**src/rtl/tqvp_waveforms_pkg.sv**
```systemverilog
// tqvp_waveforms: shared types and constants for the waveform plotter.
// Command kinds, sequencer states, register map and SSD1306 byte values.
package tqvp_waveforms_pkg;

  typedef enum logic [1:0] {
    K_SAMPLE = 2'd0,
    K_RAW    = 2'd1,
    K_SEL    = 2'd2
  } kind_t;

  typedef enum logic [2:0] {
    S_IDLE,
    S_FETCH,
    S_SEL_CMD,
    S_PIXEL,
    S_SHIFT,
    S_DC_RESTORE
  } state_t;

  typedef struct packed {
    kind_t      kind;
    logic [7:0] data;
  } entry_t;

  localparam logic [3:0] A_SAMPLE = 4'h0;
  localparam logic [3:0] A_RAW    = 4'h1;
  localparam logic [3:0] A_CTRL   = 4'h2;
  localparam logic [3:0] A_SEL    = 4'h3;
  localparam logic [3:0] A_CLR    = 4'h4;
  localparam logic [3:0] A_STAT   = 4'h8;

  localparam logic [6:0] COL_HI   = 7'h02;
  localparam logic [6:0] COL_LO   = 7'h40;
  localparam logic [6:0] COL_EDGE = 7'h7E;

  localparam logic [7:0] CMD_PAGE   = 8'hB0;
  localparam logic [7:0] CMD_COL_LO = 8'h00;
  localparam logic [7:0] CMD_COL_HI = 8'h10;

  function automatic logic [6:0] pixel_col(
    input logic b,
    input logic last,
    input logic edg
  );
    if (edg && (b != last)) return COL_EDGE;
    else if (b)             return COL_HI;
    else                    return COL_LO;
  endfunction

endpackage

```
**src/rtl/tqvp_waveforms_fifo.sv**
```systemverilog
// tqvp_waveforms_fifo: synchronous FIFO with level/full/empty.
// A push while full is accepted only when a pop happens in the same cycle.
module tqvp_waveforms_fifo
  import tqvp_waveforms_pkg::*;
#(
  parameter int DEPTH = 4,
  parameter int W     = $bits(entry_t),
  parameter int AW    = (DEPTH > 1) ? $clog2(DEPTH) : 1
) (
  input  logic         clk,
  input  logic         rst_n,
  input  logic         i_push,
  input  logic [W-1:0] i_wdata,
  input  logic         i_pop,
  output logic [W-1:0] o_rdata,
  output logic [AW:0]  o_level,
  output logic         o_full,
  output logic         o_empty
);

  logic [W-1:0] r_mem [DEPTH];
  logic [AW-1:0] r_wp;
  logic [AW-1:0] r_rp;
  logic [AW:0]   r_lvl;
  logic          w_push;
  logic          w_pop;

  assign o_level = r_lvl;
  assign o_full  = (r_lvl == (AW+1)'(DEPTH));
  assign o_empty = (r_lvl == '0);
  assign o_rdata = r_mem[r_rp];
  assign w_pop   = i_pop && !o_empty;
  assign w_push  = i_push && (!o_full || w_pop);

  always_ff @(posedge clk) begin
    if (w_push) r_mem[r_wp] <= i_wdata;
  end

  always_ff @(posedge clk) begin
    if (!rst_n) begin
      r_wp  <= '0;
      r_rp  <= '0;
      r_lvl <= '0;
    end else begin
      if (w_push) r_wp <= r_wp + 1'b1;
      if (w_pop)  r_rp <= r_rp + 1'b1;
      unique case ({w_push, w_pop})
        2'b10:   r_lvl <= r_lvl + 1'b1;
        2'b01:   r_lvl <= r_lvl - 1'b1;
        default: r_lvl <= r_lvl;
      endcase
    end
  end

endmodule

```
**src/rtl/tqvp_waveforms_mc.sv**
```systemverilog
// tqvp_waveforms_mc: multi-track SSD1306 waveform plotter on TinyQV.
// Tagged command FIFO feeds a sequencer driving an SPI master on uo_out.
module tqvp_waveforms_mc
  import tqvp_waveforms_pkg::*;
#(
  parameter int FIFO_DEPTH  = 4,
  parameter int NUM_TRACKS  = 4,
  parameter int PRESC_W     = 4,
  parameter int RESET_PRESC = 4,
  parameter bit CPOL        = 1'b0
) (
  input  logic       clk,
  input  logic       rst_n,
  input  logic [7:0] ui_in,
  output logic [7:0] uo_out,
  input  logic [3:0] address,
  input  logic       data_write,
  input  logic [7:0] data_in,
  output logic [7:0] data_out
);

  localparam int LW = ((FIFO_DEPTH > 1) ? $clog2(FIFO_DEPTH) : 1) + 1;
  localparam int EW = $bits(entry_t);

  logic [PRESC_W-1:0] r_presc;
  logic r_dc_idle, r_cs_force, r_inv, r_edge, r_ovf;

  state_t r_state, nx_state, r_ret, nx_ret;
  entry_t r_ent, nx_ent, w_ent;
  logic [7:0] r_tx, nx_tx, r_bfr, nx_bfr, r_last, nx_last;
  logic [3:0] r_px, nx_px, r_half, nx_half;
  logic [1:0] r_idx, nx_idx;
  logic [2:0] r_track, nx_track;
  logic [PRESC_W-1:0] r_cnt, nx_cnt;
  logic r_sck, nx_sck, r_dc, nx_dc;

  logic w_push, w_pop, w_bad_sel, w_drop;
  logic w_full, w_empty, w_idle, w_cs_n;
  logic [EW-1:0] w_rdata;
  logic [LW-1:0] w_level;
  logic w_unused;

  assign w_unused = ^ui_in;

  always_comb begin
    w_push    = 1'b0;
    w_bad_sel = 1'b0;
    w_ent     = '{kind: K_SAMPLE, data: data_in};
    if (data_write) begin
      unique case (address)
        A_SAMPLE: w_push = 1'b1;
        A_RAW: begin
          w_push     = 1'b1;
          w_ent.kind = K_RAW;
        end
        A_SEL: begin
          w_ent = '{kind: K_SEL, data: {5'b0, data_in[2:0]}};
          if (int'(data_in[2:0]) >= NUM_TRACKS) w_bad_sel = 1'b1;
          else                                  w_push    = 1'b1;
        end
        default: ;
      endcase
    end
  end

  assign w_drop = w_push && w_full && !w_pop;

  tqvp_waveforms_fifo #(
    .DEPTH (FIFO_DEPTH),
    .W     (EW)
  ) u_fifo (
    .clk     (clk),
    .rst_n   (rst_n),
    .i_push  (w_push),
    .i_wdata (w_ent),
    .i_pop   (w_pop),
    .o_rdata (w_rdata),
    .o_level (w_level),
    .o_full  (w_full),
    .o_empty (w_empty)
  );

  always_ff @(posedge clk) begin
    if (!rst_n) begin
      r_presc    <= PRESC_W'(RESET_PRESC);
      r_dc_idle  <= 1'b0;
      r_cs_force <= 1'b1;
      r_inv      <= 1'b0;
      r_edge     <= 1'b0;
      r_ovf      <= 1'b0;
    end else begin
      if (data_write && address == A_CTRL) begin
        r_presc    <= PRESC_W'(data_in[3:0]);
        r_dc_idle  <= data_in[4];
        r_cs_force <= data_in[5];
        r_inv      <= data_in[6];
        r_edge     <= data_in[7];
      end
      if (data_write && address == A_CLR) r_ovf <= 1'b0;
      else if (w_drop || w_bad_sel)       r_ovf <= 1'b1;
    end
  end

  always_ff @(posedge clk) begin
    if (!rst_n) begin
      r_state <= S_IDLE;
      r_ret   <= S_IDLE;
      r_ent   <= '0;
      r_tx    <= '0;
      r_bfr   <= '0;
      r_last  <= '0;
      r_px    <= '0;
      r_half  <= '0;
      r_idx   <= '0;
      r_track <= '0;
      r_cnt   <= '0;
      r_sck   <= CPOL;
      r_dc    <= 1'b0;
    end else begin
      r_state <= nx_state;
      r_ret   <= nx_ret;
      r_ent   <= nx_ent;
      r_tx    <= nx_tx;
      r_bfr   <= nx_bfr;
      r_last  <= nx_last;
      r_px    <= nx_px;
      r_half  <= nx_half;
      r_idx   <= nx_idx;
      r_track <= nx_track;
      r_cnt   <= nx_cnt;
      r_sck   <= nx_sck;
      r_dc    <= nx_dc;
    end
  end

  // Every byte-launching branch reloads the prescaler and half-bit count.
  always_comb begin
    nx_state = r_state;
    nx_ret   = r_ret;
    nx_ent   = r_ent;
    nx_tx    = r_tx;
    nx_bfr   = r_bfr;
    nx_last  = r_last;
    nx_px    = r_px;
    nx_half  = r_half;
    nx_idx   = r_idx;
    nx_track = r_track;
    nx_cnt   = r_cnt;
    nx_sck   = r_sck;
    nx_dc    = r_dc;
    w_pop    = 1'b0;
    unique case (r_state)
      S_IDLE: begin
        if (!w_empty) begin
          w_pop    = 1'b1;
          nx_ent   = entry_t'(w_rdata);
          nx_state = S_FETCH;
        end
      end
      S_FETCH: begin
        unique case (r_ent.kind)
          K_RAW: begin
            nx_tx    = r_ent.data;
            nx_dc    = r_dc_idle;
            nx_ret   = S_IDLE;
            nx_state = S_SHIFT;
            nx_cnt   = r_presc;
            nx_half  = '0;
          end
          K_SAMPLE: begin
            nx_bfr   = r_ent.data;
            nx_px    = 4'd8;
            nx_state = S_PIXEL;
          end
          K_SEL: begin
            nx_track = r_ent.data[2:0];
            nx_idx   = '0;
            nx_dc    = 1'b0;
            nx_state = S_SEL_CMD;
          end
          default: nx_state = S_IDLE;
        endcase
      end
      S_SEL_CMD: begin
        nx_ret   = S_SEL_CMD;
        nx_state = S_SHIFT;
        nx_cnt   = r_presc;
        nx_half  = '0;
        nx_idx   = r_idx + 2'd1;
        unique case (r_idx)
          2'd0: nx_tx = CMD_PAGE | {5'b0, r_track};
          2'd1: nx_tx = CMD_COL_LO;
          2'd2: nx_tx = CMD_COL_HI;
          default: begin
            nx_state = S_DC_RESTORE;
            nx_dc    = r_dc_idle;
            nx_idx   = r_idx;
          end
        endcase
      end
      S_PIXEL: begin
        if (r_px == 4'd0) begin
          nx_state = S_IDLE;
        end else begin
          nx_bfr  = {r_bfr[6:0], 1'b0};
          nx_px   = r_px - 4'd1;
          nx_tx   = {r_inv,
                     pixel_col(r_bfr[7], r_last[r_track], r_edge)};
          nx_last[r_track] = r_bfr[7];
          nx_ret   = S_PIXEL;
          nx_state = S_SHIFT;
          nx_cnt   = r_presc;
          nx_half  = '0;
        end
      end
      S_SHIFT: begin
        if (r_cnt == '0) begin
          nx_cnt  = r_presc;
          nx_sck  = ~r_sck;
          nx_half = r_half + 4'd1;
          if (r_half[0]) nx_tx = {r_tx[6:0], 1'b0};
          if (r_half == 4'd15) begin
            nx_sck   = CPOL;
            nx_state = r_ret;
          end
        end else begin
          nx_cnt = r_cnt - PRESC_W'(1);
        end
      end
      S_DC_RESTORE: nx_state = S_IDLE;
      default:      nx_state = S_IDLE;
    endcase
  end

  assign w_idle = (r_state == S_IDLE) && w_empty;
  assign w_cs_n = r_cs_force &
                  !(r_state inside {S_SHIFT, S_SEL_CMD, S_PIXEL, S_FETCH});

  assign uo_out = {3'b000, r_dc, w_cs_n, r_tx[7], r_sck, 1'b0};

  always_comb begin
    data_out = '0;
    if (address == A_STAT)
      data_out = {4'(w_level), 1'b0, r_ovf, w_full, w_idle};
  end

endmodule
```
**config.mk**
```make
export PLATFORM = sky130hd
export DESIGN_NAME = tqvp_waveforms_mc
export DESIGN_NICKNAME = d
export VERILOG_FILES = /design/src/rtl/tqvp_waveforms_pkg.sv /design/src/rtl/tqvp_waveforms_fifo.sv /design/src/rtl/tqvp_waveforms_mc.sv
export SDC_FILE = /design/constraint.sdc
export NUM_CORES = 1
export LEC_CHECK = 0
export BUFFER_PORTS_ARGS = -buffer_cell sky130_fd_sc_hd__buf_2
export CORE_MARGIN = 2
export CORE_UTILIZATION = 54
export CTS_BUF_LIST = sky130_fd_sc_hd__clkbuf_16
export DETAILED_ROUTE_END_ITERATION = 8
export GPL_ROUTABILITY_DRIVEN = 0
export PLACE_DENSITY = 0.78
export SLEW_MARGIN = 0
export SYNTH_ARGS = -nofsm -noshare
export SYNTH_HDL_FRONTEND = slang
export SYNTH_SLANG_ARGS = --single-unit
```
**constraint.sdc**
```tcl
create_clock -name clk -period 2.5 [get_ports clk]
set_clock_uncertainty 0.05 [all_clocks]
set_input_delay 0.5 -clock clk [delete_from_list [all_inputs] [get_ports clk]]
set_output_delay 0.5 -clock clk [all_outputs]
set_load 0.005 [all_outputs]
```
==> run_results.csv <==
group,metric,value,unit
global_routing,wire_length_of_the_first_global_routing_pass,19.6,mm
sta,timing_hold_violations_final,0,
clock_tree,cts-resized-gates,0,
clock_tree,cts_inserted_buffers,17,
yosys,synthesized_area,5450,um2
finish,fillerInstances,789,
min_path,worst_hold_check_path_type,"input port to register",
finish,synth_to_final_area_change,15.5,%
route,dr.pass1.iters,7,
global_routing,largest_net_degree_at_the_start_of_global_routing,39,
sta,max-slew-margin-rel,56.3,%
yosys,postSynthCellCount,540,
sta,worst-slew-pin-transition,654,ps
power,power-per-cell-area,1060,nW/um2
sta,totalNegativeSetupSlack,0,ps
floorplanning,start_util,55.8,%
clock_tree,clk_pin_slew,60,ps
clock_tree,clock-root-buffer,"clkbuf_16",
worst_setup_path,cp_data_required_time,1950,ps
power,leakage,2.31,nW
floorplanning,core.rowCount,36,
worst_setup_path,regToRegEndpoint,"r_tx[3]$_SDFFE_PN0P_",
yosys,synthArstFlopShare,0,%
min_path,worstHoldStart,"data_in[1]",
route,wire_per_inst,17.0,um
sta,unrepaired_setup_endpoints_after_global_routing,"no",
finish,post_route_cells_drive_above_1_share,18.0,%
floorplanning,die_y,104,um
clock_tree,clock_sink_count,114,
sta,finalCritPeriodShare,95.0,%
global_routing,antenna_found_initial,0,
clock_tree,postCtsHoldBufs,0,
route,remaining_drcs,0,
yosys,synth_sequential_area_ratio,49.2,%
floorplanning,core_area,9770,um2
route,vias,4188,
worst_setup_path,r2r_cells,8,
status,status,"complete, no violations",
sta,report.final.setup_viol,0,
yosys,synth-edff-count,40,
yosys,syn_area_per_cell,10.1,um2
worst_setup_path,critPathCaptureType,"output pin",
route,drt-initial-drc-count,269,
finish,finalNetCount,602,
sta,slew_viol_final,0,
route,routed_wire_length,12.1,mm
worst_setup_path,timing.critical_path.from_type,"register",
placed_design,detailedPlacementHpwl,7.97,mm
floorplanning,io_pins,39,
clock_tree,cts_htree_levels,4,
worst_setup_path,worst_ep_arrival_time,1830,ps
clock_tree,tritoncts_clock_tree,"done",
worst_setup_path,timing_worst_setup_path_type,"register to output pin",
yosys,synth_warnings,0,
min_path,whs_path_depth,1,
yosys,ys_ff_latch,114,
global_routing,gr-total-overflow,0,
sta,worst_hold_slack,275,ps
placed_design,placement.io_buffers,24,
worst_setup_path,regToRegSetupSlack,180,ps
worst_setup_path,critical_path.reg2reg.startpoint,"r_idx[1]$_SDFFE_PN0P_",
route,post_route_ant_nets,0,
power,worst_ir_drop_vdd,0.000592,V
finish,antenna_cells,0,
global_routing,vias_in_the_first_global_route,4007,
route,via_per_inst,5.88,
global_routing,grt_util_all_layers,22.7,%
worst_setup_path,critical_path_peak_fanout,18,
flow_run,cap_violations,0,
clock_tree,max-clock-path-buffers,2,
sta,final_worst_path_period_need,2380,ps
sta,max_freq,421,MHz
floorplanning,die_width,104,um
clock_tree,postCtsSetupRepairBufs,0,
yosys,netlist-cell-type-count,65,
clock_tree,clock_insertion_delay_worst_skew,420,ps
floorplanning,die_area,10900,um2
yosys,dominantRegCellSynth,"dfxtp_1",
min_path,min_delay_worst_endpoint,"u_fifo.r_mem[3][1]$_DFFE_PP_",
power by group:
group	switching, mW	internal [mW]
Combinational	1.02	0.743
Sequential	0.279	2.16
Clock	0.946	1.50
Total	2.25	4.40
per-stage QoR:
step	instance area, um2	power, mW	utilization (%)	setup slack (ps)	std cells
2_1_floorplan	5470	3.78	-	140	545
3_3_place_gp	5700	4.12	58.3	271	680
3_5_place_dp	5700	4.19	58.3	236	680
4_1_cts	6300	6.64	64.4	137	712
5_1_grt	6300	6.96	64.4	46.8	712
6_report	6300	6.65	64.4	125	712
layout make-up:
| cell class | count | area (um2) | area share, % |
|---|---|---|---|
| clock buffers | 17 | 425 | 6.75 |
| inverters | 18 | 67.6 | 1.07 |
| clock inverters | 15 | 171 | 2.72 |
| repair buffers | 44 | 283 | 4.49 |
| multi-input cells | 371 | 2500 | 39.7 |
| flip-flops and latches | 114 | 2680 | 42.6 |
| well taps | 133 | 166 | 2.64 |
state kept, by name, indices dropped and copies added (netlist names):
register and flops:
u_fifo.o_level 3, r_track 3, r_ovf 1, r_inv 1, r_tx 8, r_cs_force 1
r_bfr 8, u_fifo.r_wp 2, r_ret 2, r_presc 4, r_half 4, u_fifo.r_rp 2
r_idx 2, r_dc_idle 1, r_state 3, r_last 8, r_dc 1, r_cnt 4
r_sck 1, u_fifo.r_mem 40, r_ent 10, r_edge 1, r_px 4
logic make-up after synthesis:
group,after synthesis,synth area share (%)
AND/OR/NAND/NOR,213,20.0
flip-flops,114,49.2
AO/OA/AOI/OAI,94,11.7
buffers and inverters,60,5.23
multiplexers,37,9.36
adder cells (fa/ha/maj),13,3.12
XOR/XNOR,8,1.29
other,1,0.0688
worst max-delay path, cell delays in order, from the launching register on:
cell	delay, ps
dfxtp_1	460
buf_4	280
o21ai_0	180
a21boi_0	320
buf_2	170
cells in the mapped netlist, types with 3 or more instances:
| cell type | n | area, um2 |
|---|---|---|
| ha_1 | 12 | 150 |
| a311oi_1 | 7 | 61.3 |
| xor2_1 | 5 | 43.8 |
| dfxtp_1 | 74 | 1480 |
| mux2i_1 | 24 | 240 |
| or3_1 | 5 | 31.3 |
| a211o_1 | 5 | 43.8 |
| nor2_1 | 64 | 240 |
| and3_1 | 3 | 18.8 |
| a21oi_1 | 39 | 195 |
| nand2b_1 | 8 | 50.1 |
| nor2_2 | 3 | 18.8 |
| a22oi_1 | 3 | 22.5 |
| nand2_1 | 52 | 195 |
| nand3_1 | 15 | 75.1 |
| clkbuf_1 | 21 | 78.8 |
| buf_2 | 6 | 30.0 |
| edfxtp_1 | 40 | 1200 |
| mux4_2 | 11 | 248 |
| nand4b_1 | 4 | 35.0 |
| xnor2_1 | 3 | 26.3 |
| and2_1 | 14 | 87.6 |
| nor3_1 | 11 | 55.1 |
| buf_4 | 12 | 90.1 |
| inv_1 | 18 | 67.6 |
| o21ai_0 | 9 | 45.0 |
| nor2b_1 | 7 | 43.8 |
| o22ai_1 | 7 | 43.8 |
| nor4b_1 | 5 | 43.8 |
| nor3b_1 | 6 | 45.0 |
| nor4_1 | 3 | 18.8 |
cell usage in the layout (no fill, tap or decap), types with 5 or more instances in the layout:
cell type	instances
nor2b_1	7
conb_1	6
inv_6	5
nand2b_1	8
buf_2	24
buf_4	19
nand3_1	15
a311oi_1	7
or3_1	5
and2_1	14
a21oi_1	39
dfxtp_1	74
clkbuf_16	17
ha_1	12
xor2_1	5
nand2_1	52
nor4b_1	5
inv_1	17
edfxtp_1	40
o21ai_0	9
nor3_1	11
mux2i_1	24
o22ai_1	7
nor3b_1	6
mux4_2	11
a211o_1	5
nor2_1	64
per-layer routing:
layer / GRT usage, % / routed length, um / part of all wire [%]
met2: 38.9 / 6080 / 50
met5: 0 / 0 / 0
met1: 28.1 / 5110 / 42
met4: 7.43 / 174 / 1.4
met3: 5.51 / 737 / 6.1
worst max path at each step:
stage / from / endpoint / slack, ps
floorplan: r_state[1]$_SDFFE_PN0P_ / u_fifo.o_level[2]$_SDFFE_PN0P_ / 140
global placement: address[3] / u_fifo.r_mem[3][1]$_DFFE_PP_ / 270
detailed placement: address[3] / u_fifo.r_mem[2][1]$_DFFE_PP_ / 240
CTS: r_state[2]$_SDFFE_PN0P_ / uo_out[3] / 140
global route: r_state[2]$_SDFFE_PN0P_ / uo_out[3] / 50
finish: r_state[2]$_SDFFE_PN0P_ / uo_out[3] / 120
Power figures use the tool's default switching activity.
